## src/rtl/serial_add_ctrl.sv

```systemverilog
// serial_add_ctrl: bit-serial adder controller.
// Adds A + B + Cin one bit per clock through a single 1-bit full-adder cell,
// then presents a registered result with carry-out and two's-complement
// overflow.
//
// Ports:
//   clk   - rising-edge clock for all state
//   rst   - synchronous, active-high reset
//   start - begin an addition (sampled only when idle)
//   a, b  - WIDTH-bit operands, captured when start is accepted
//   cin   - carry-in, captured when start is accepted
//   busy  - high while an addition is running or completing
//   done  - one-cycle pulse; sum/cout/ovf valid from this cycle
//   sum   - registered result, a + b + cin mod 2^WIDTH
//   cout  - registered carry out of the MSB
//   ovf   - registered signed overflow (carry into MSB xor carry out)

// 1-bit full-adder cell, port order (cout, sum, a, b, cin).
module fa_cell (
    output logic cout,
    output logic sum,
    input  logic a,
    input  logic b,
    input  logic cin
);
    assign sum  = a ^ b ^ cin;
    assign cout = (a & b) | (cin & (a ^ b));
endmodule

module serial_add_ctrl #(
    parameter int unsigned WIDTH = 8
) (
    input  logic             clk,
    input  logic             rst,
    input  logic             start,
    input  logic [WIDTH-1:0] a,
    input  logic [WIDTH-1:0] b,
    input  logic             cin,
    output logic             busy,
    output logic             done,
    output logic [WIDTH-1:0] sum,
    output logic             cout,
    output logic             ovf
);
    localparam int unsigned CW = $clog2(WIDTH);
    localparam logic [CW-1:0] LastCnt = CW'(WIDTH - 1);

    typedef enum logic [1:0] {
        StIdle,
        StRun,
        StDone
    } state_e;

    state_e           state_q;
    logic [WIDTH-1:0] a_sh_q;
    logic [WIDTH-1:0] b_sh_q;
    logic [WIDTH-1:0] res_sh_q;
    logic             carry_q;
    logic [CW-1:0]    cnt_q;

    logic fa_sum;
    logic fa_cout;

    fa_cell u_fa (
        .cout (fa_cout),
        .sum  (fa_sum),
        .a    (a_sh_q[0]),
        .b    (b_sh_q[0]),
        .cin  (carry_q)
    );

    always_ff @(posedge clk) begin
        if (rst) begin
            state_q  <= StIdle;
            a_sh_q   <= '0;
            b_sh_q   <= '0;
            res_sh_q <= '0;
            carry_q  <= 1'b0;
            cnt_q    <= '0;
            busy     <= 1'b0;
            done     <= 1'b0;
            sum      <= '0;
            cout     <= 1'b0;
            ovf      <= 1'b0;
        end else begin
            unique case (state_q)
                StIdle: begin
                    if (start) begin
                        a_sh_q  <= a;
                        b_sh_q  <= b;
                        carry_q <= cin;
                        cnt_q   <= '0;
                        busy    <= 1'b1;
                        state_q <= StRun;
                    end
                end
                StRun: begin
                    res_sh_q <= {fa_sum, res_sh_q[WIDTH-1:1]};
                    carry_q  <= fa_cout;
                    a_sh_q   <= a_sh_q >> 1;
                    b_sh_q   <= b_sh_q >> 1;
                    if (cnt_q == LastCnt) begin
                        // Last bit: the outputs take the shift register's
                        // next value, and carry_q is still the carry into
                        // the MSB, so overflow is formed at this edge. The
                        // counter holds rather than wrapping.
                        sum     <= {fa_sum, res_sh_q[WIDTH-1:1]};
                        cout    <= fa_cout;
                        ovf     <= fa_cout ^ carry_q;
                        done    <= 1'b1;
                        state_q <= StDone;
                    end else begin
                        cnt_q <= cnt_q + 1'b1;
                    end
                end
                StDone: begin
                    done    <= 1'b0;
                    busy    <= 1'b0;
                    state_q <= StIdle;
                end
                default: begin
                    state_q <= StIdle;
                end
            endcase
        end
    end
endmodule

```

## config.mk

```make
export PLATFORM = sky130hd
export DESIGN_NAME = serial_add_ctrl
export DESIGN_NICKNAME = d
export VERILOG_FILES = /design/src/rtl/serial_add_ctrl.sv
export SDC_FILE = /design/constraint.sdc
export NUM_CORES = 1
export LEC_CHECK = 0
export ABC_CLOCK_PERIOD_IN_PS = 3300
export BUFFER_PORTS_ARGS = -buffer_cell sky130_fd_sc_hd__buf_2
export CORE_ASPECT_RATIO = 2
export CORE_MARGIN = 8
export CORE_UTILIZATION = 45
export CTS_CLUSTER_SIZE = 24
export DETAILED_ROUTE_END_ITERATION = 8
export GPL_TIMING_DRIVEN = 0
export PLACE_DENSITY = 0.7
export SYNTH_ARGS = -nofsm -noshare
export SYNTH_HDL_FRONTEND = slang
export SYNTH_HIERARCHICAL = 1
export SYNTH_SLANG_ARGS = --single-unit
```

## constraint.sdc

```tcl
create_clock -name clk -period 3.3 [get_ports clk]
set_input_delay 0.165 -clock clk [delete_from_list [all_inputs] [get_ports clk]]
set_output_delay 0.165 -clock clk [all_outputs]
set_load 0.1 [all_outputs]
```

Word-level counts from Yosys, hierarchy flattened
Index checks and enable logic that the tools add are counted.
W data, S select, Z words.
{"block": "totals", "elab_cells": 50, "ff_bits": 42}
{"block": "op_classes", "n_eq_ne": 6, "n_bitwise": 6, "n_reduce_logical": 10, "muxes": 16, "add_sub_neg": 1}
{"operator": "$pmux W8 S2", "count": 2}
{"operator": "$mux W8", "count": 2}
{"operator": "$reduce_and A2 Y1", "count": 5}
{"operator": "$mux W3", "count": 2}
{"operator": "$ne A2 B2 Y1 const B", "count": 3}
{"operator": "$pmux W1 S2", "count": 3}
{"operator": "$pmux W3 S2", "count": 1}
{"operator": "$reduce_bool A2 Y1", "count": 3}
{"operator": "$mux W2", "count": 2}
{"operator": "$pmux W2 S2", "count": 1}
{"operator": "$add A3 B1 Y3 const B", "count": 1}
{"operator": "$eq A3 B3 Y1 const B", "count": 1}
{"operator": "$mux W1", "count": 3}
{"operator": "$reduce_and A3 Y1", "count": 1}
{"operator": "$xor A1 B1 Y1", "count": 3}
{"operator": "$and A1 B1 Y1", "count": 2}
{"operator": "$eq A2 B1 Y1 const B", "count": 1}
{"operator": "$eq A2 B2 Y1 const B", "count": 1}
{"operator": "$logic_not A2 Y1", "count": 1}
{"operator": "$or A1 B1 Y1", "count": 1}

Logic depth before layout (Yosys ltp)
{"block": "logic_depth", "ltp_word": 4, "depth_mapped": 7}

Modules after synthesis
Netlist, hierarchy kept.
{"module": "serial_add_ctrl", "seq_area_each_um2": 820.8, "area_each_um2": 1690.4, "instances": 1, "cells_each": 178}
{"module": "fa_cell", "seq_area_each_um2": 0.0, "area_each_um2": 20.0, "instances": 1, "cells_each": 1}

Least setup slack after synthesis
Ideal clock, no wire load.
{"block": "synth_timing", "path_type": "flip-flop to flip-flop", "startpoint": "register cnt_q[0]", "endpoint": "register ovf", "period_less_slack_ns": 1.412, "path_slack_ns": 1.888, "arrival_ns": 1.326, "required_time_ns": 3.214, "stages_incl_launch_ff": 7, "cell_sequence": "dfxtp_1 > ha_1 > ha_1 > buf_2 > and3b_1 > buf_2 > a211oi_1"}
{"block": "synth_via", "elab_chain_cells": 2}
{"element": "from (decl)", "line_no": "59", "source": "logic [CW-1:0] cnt_q;"}
{"element": "from (signal assigned)", "line_no": "113", "source": "cnt_q <= cnt_q + 1'b1;"}
{"element": "$eq A3 B3 Y1", "line_no": "102", "source": "if (cnt_q == LastCnt) begin"}
{"element": "$reduce_and A2 Y1 (no line)"}
{"element": "to (signal assigned)", "line_no": "109", "source": "ovf <= fa_cout ^ carry_q;"}
{"element": "to (decl)", "line_no": "43", "source": "output logic ovf"}
Every way passes these cells.
A chain may end at the register's enable or synchronous reset.

Worst setup path in the final report
{"block": "layout_timing", "startpoint": "register cnt_q[0]", "endpoint": "register sum[6]"}
{"block": "layout_via", "elab_chain_cells": 2}
{"element": "$eq A3 B3 Y1", "line_no": "102"}
{"element": "$reduce_and A2 Y1 (no line)"}
{"element": "to (signal assigned)", "line_no": "107", "source": "sum <= {fa_sum, res_sh_q[WIDTH-1:1]};"}
{"element": "to (decl)", "line_no": "41", "source": "output logic [WIDTH-1:0] sum,"}
Every way passes these cells.

==> impl_metrics.toml <==
[cells_and_area]
final_cells = 266
layout_commonest_cell = "sky130_fd_sc_hd__dfxtp_1"
filler_cell_count = 379
utilization = 0.559
flow.area_growth_from_synthesis_pct = 19.2
layout.cell_area.non_filler_mm2 = 0.00204
proportion_of_layout_cells_with_a_drive_suffix_above_1 = 0.221
nNetsFinal = 239
antenna-diode-count = 0
most-common-layout-cells = "sky130_fd_sc_hd__dfxtp_1, sky130_fd_sc_hd__buf_2, sky130_fd_sc_hd__nor2_1, sky130_fd_sc_hd__mux2i_1, sky130_fd_sc_hd__nand2_1"

[sta]
maxSlewViolCount = 0
smallest_hold_slack_ps = 109
final-hold-violation-count = 0
setup_viol = 0
setup_repair_after_global_routing_missed_its_margin = "no"
max_clock_freq_mhz = 645
max_slew_headroom_at_the_worst_pin = 0.656
fin_setup_tns_ps = 0
post-route-period-util = 0.470
final_period_minus_worst_setup_slack_ps = 1550
worst_pin_slew_ps = 516
fin_skew_ps = 6.36

[placed_design]
portBuffers = 30
post-place-cells = 258
gpl.final_weighted_congestion = 0.718
detailed_place_hpwl_um = 2640
dpl-instance-area_mm2 = 0.00192

[clock_tree]
cts.hold.buffers_added = 0
cts.htree.levels = 2
clock_tree_from_tritoncts = "built"
cts-root-to-sink-buffers = 2
post-cts-setup-buffer-count = 0
clkLatencyLatePin_ps = 290
root_buffer = "sky130_fd_sc_hd__clkbuf_8"
post_cts.resized_instances = 0
cts_inserted_buffers = 5
cts.reportedPaths.clkPinSlew_ps = 70
cts.sink_count = 41

[worst_setup_path]
r2r_slack_ps = 1750
timing.reg2reg.worst_path_depth = 7
critPathKind = "register to register"
worst_path_slowest_cell = "sky130_fd_sc_hd__dfxtp_1"
critical_path_end_type = "register"
cp_cell_sequence = "ha_1, ha_1, buf_2, and3b_1, buf_2, nand2_1, a21oi_1"
crit_fanout = 10
crit-reg2reg-capture = "sum[6]"
critPathTopFamily = "buffers and inverters"
path_buf_inv = 2
crit_path_max_incr_delay_ps = 380
start_kind = "register"
timing.critical_path.arrival_ps = 1770
timing.critical_path.required_ps = 3520
timing.rr.start = "cnt_q[0]"

[floorplan]
placeableCoreArea_mm2 = 0.00365
die_area_mm2 = 0.00615
die_h_um = 103
design.portCount = 32
start_util = 0.469
floorplan.rows = 31
die_x_um = 59.6

[synthesis]
yosysWarningCount = 6
synthDominantCellAreaShare = 0.480
post_synthesis_share_of_cell_area_spent_on_and_or_nand_and_nor_gates = 0.142
post-synth-top-area-cell = "sky130_fd_sc_hd__dfxtp_1"
synth_seq_cells = 41
synthesis.nets = 202
synthesis.area_mm2 = 0.00171
yosys.area_share.xor_xnor = 0.00512
post_synth_mux_area_share = 0.129
post_synth_fa_ha_maj_area_fraction = 0.0263
synth_top_family_by_area = "compound AO/OA/AOI/OAI gates"
ys_types = 26
post_synth_inst_count = 179
yosys-top-cells-area = "sky130_fd_sc_hd__dfxtp_1, sky130_fd_sc_hd__mux2i_1, sky130_fd_sc_hd__a211oi_1"
ys_seq_area_frac = 0.480
syn_area_per_cell_um2 = 9.56
synth-compound-area-share = 0.153

[outcome]
status = "finished clean"

[power]
power.density_cell_area_mw_per_mm2 = 519
power_frac_seq = 0.503
combinational_power_share = 0.109
power_report.internal_total_uw = 817
net-switching-power_uw = 240
clockPowerShare = 0.389
sw_frac_of_total = 0.227
vdd_ir_drop_max_v = 0.000329
static-leakage-power_nw = 0.860

[hold_path]
launch_instance_of_the_worst_min_delay_path = "b[7]"
hold_end = "b_sh_q[7]"
min_path_cells = 3
hold_path_class = "input pin to register"

[grt]
grt_antenna_before_repair = 0
vias_in_the_first_global_route = 1321
grt_first_pass_wirelength_um = 5970
residual_overflow_from_global_routing = 0
grt_max_degree = 13
grt_util_all_layers = 0.127

[route]
first_pass_iters = 4
dr_total_vias = 1314
final_antenna_net_count = 0
remaining_routing_drc_violations = 0
drtIter0Drc = 22
route.final.wire_length_um = 3430
avgRoutedWirePerCell_um = 12.9
vias_per_cell = 4.94

[run]
drv.max_cap_violation_count = 0
## flip-flops by register name (all words and copies together), names as in the netlist, 2 cells and up
signal	count
res_sh_q	7
a_sh_q	8
b_sh_q	8
sum	8
cnt_q	3
state_q	2
## power by group through the flow
stage	Sequential, mW	Clock, mW	Combinational, mW
final	0.531	0.411	0.115
after global routing	0.535	0.447	0.129
after CTS	0.532	0.423	0.117
after detailed placement	0.543	0	0.116
after global placement	0.542	0	0.115
after floorplan	0.547	0	0.0811
## cell families after synthesis
logic type | after synthesis
simple gates | 58
flops | 41
fa+ha+maj | 3
xor+xnor | 1
mux | 22
compound gates | 38
buf+inv | 16
## worst max-delay path by stage
stage              from      to  depth (start not counted)
5_1_grt        cnt_q[0]  sum[6]                          7
3_5_place_dp   cnt_q[0]  sum[6]                          7
4_1_cts        cnt_q[0]  sum[0]                          6
2_1_floorplan  cnt_q[0]     ovf                          6
6_report       cnt_q[0]  sum[6]                          7
3_3_place_gp   cnt_q[0]  sum[0]                          6
## Yosys cell counts
cell and count:
sky130_fd_sc_hd__nor3b_1 1, sky130_fd_sc_hd__nor2b_1 1, sky130_fd_sc_hd__buf_12 1, sky130_fd_sc_hd__nand2_1 21, sky130_fd_sc_hd__ha_1 2, sky130_fd_sc_hd__a22oi_1 2, sky130_fd_sc_hd__a2bb2oi_1 1, sky130_fd_sc_hd__nand3b_1 1
sky130_fd_sc_hd__nand3_1 4, sky130_fd_sc_hd__nor2_1 28, sky130_fd_sc_hd__mux2i_1 22, sky130_fd_sc_hd__clkbuf_1 5, sky130_fd_sc_hd__fa_1 1, sky130_fd_sc_hd__a21oi_1 12, sky130_fd_sc_hd__a31oi_1 3, sky130_fd_sc_hd__buf_2 4
sky130_fd_sc_hd__a211oi_1 18, sky130_fd_sc_hd__xnor2_1 1, sky130_fd_sc_hd__and3b_1 1, sky130_fd_sc_hd__o21ba_4 1, sky130_fd_sc_hd__o21bai_1 1, sky130_fd_sc_hd__buf_4 2, sky130_fd_sc_hd__buf_6 3, sky130_fd_sc_hd__inv_1 1
sky130_fd_sc_hd__nor4b_1 1, sky130_fd_sc_hd__dfxtp_1 41
## routing by layer
| layer | global-route usage | vias up | part of all wire |
|---|---|---|---|
| li1 | - | 693 | - |
| met1 | 0.132 | 581 | 0.42 |
| met2 | 0.218 | 33 | 0.50 |
| met3 | 0.0372 | 7 | 0.054 |
| met4 | 0.0722 | 0 | 0.026 |
| met5 | 0 | - | 0 |
## metrics by stage
step,power [mW],worst slack (ps)
6_report,1.06,1750
5_1_grt,1.11,1570
4_1_cts,1.07,1730
3_5_place_dp,0.659,1750
3_3_place_gp,0.657,1780
2_1_floorplan,0.628,1890
## layout make-up
cell class | count | area (µm²) | share of cell area
clock buffers | 7 | 86.3 | 0.0424
repair buffers | 30 | 150 | 0.0737
well taps | 49 | 61.3 | 0.0301
clock inverters | 1 | 30.0 | 0.0147
plain buffers | 15 | 108 | 0.0528
flip-flops and latches | 41 | 821 | 0.403
multi-input cells | 122 | 778 | 0.382
inverters | 1 | 3.75 | 0.00184
## tightest hold or removal path, cell delays in order
cell and delay, ps:
sky130_fd_sc_hd__buf_2 70, sky130_fd_sc_hd__a22oi_1 50, sky130_fd_sc_hd__nor2_1 70
Note: power is estimated with default switching activity, not from simulation.
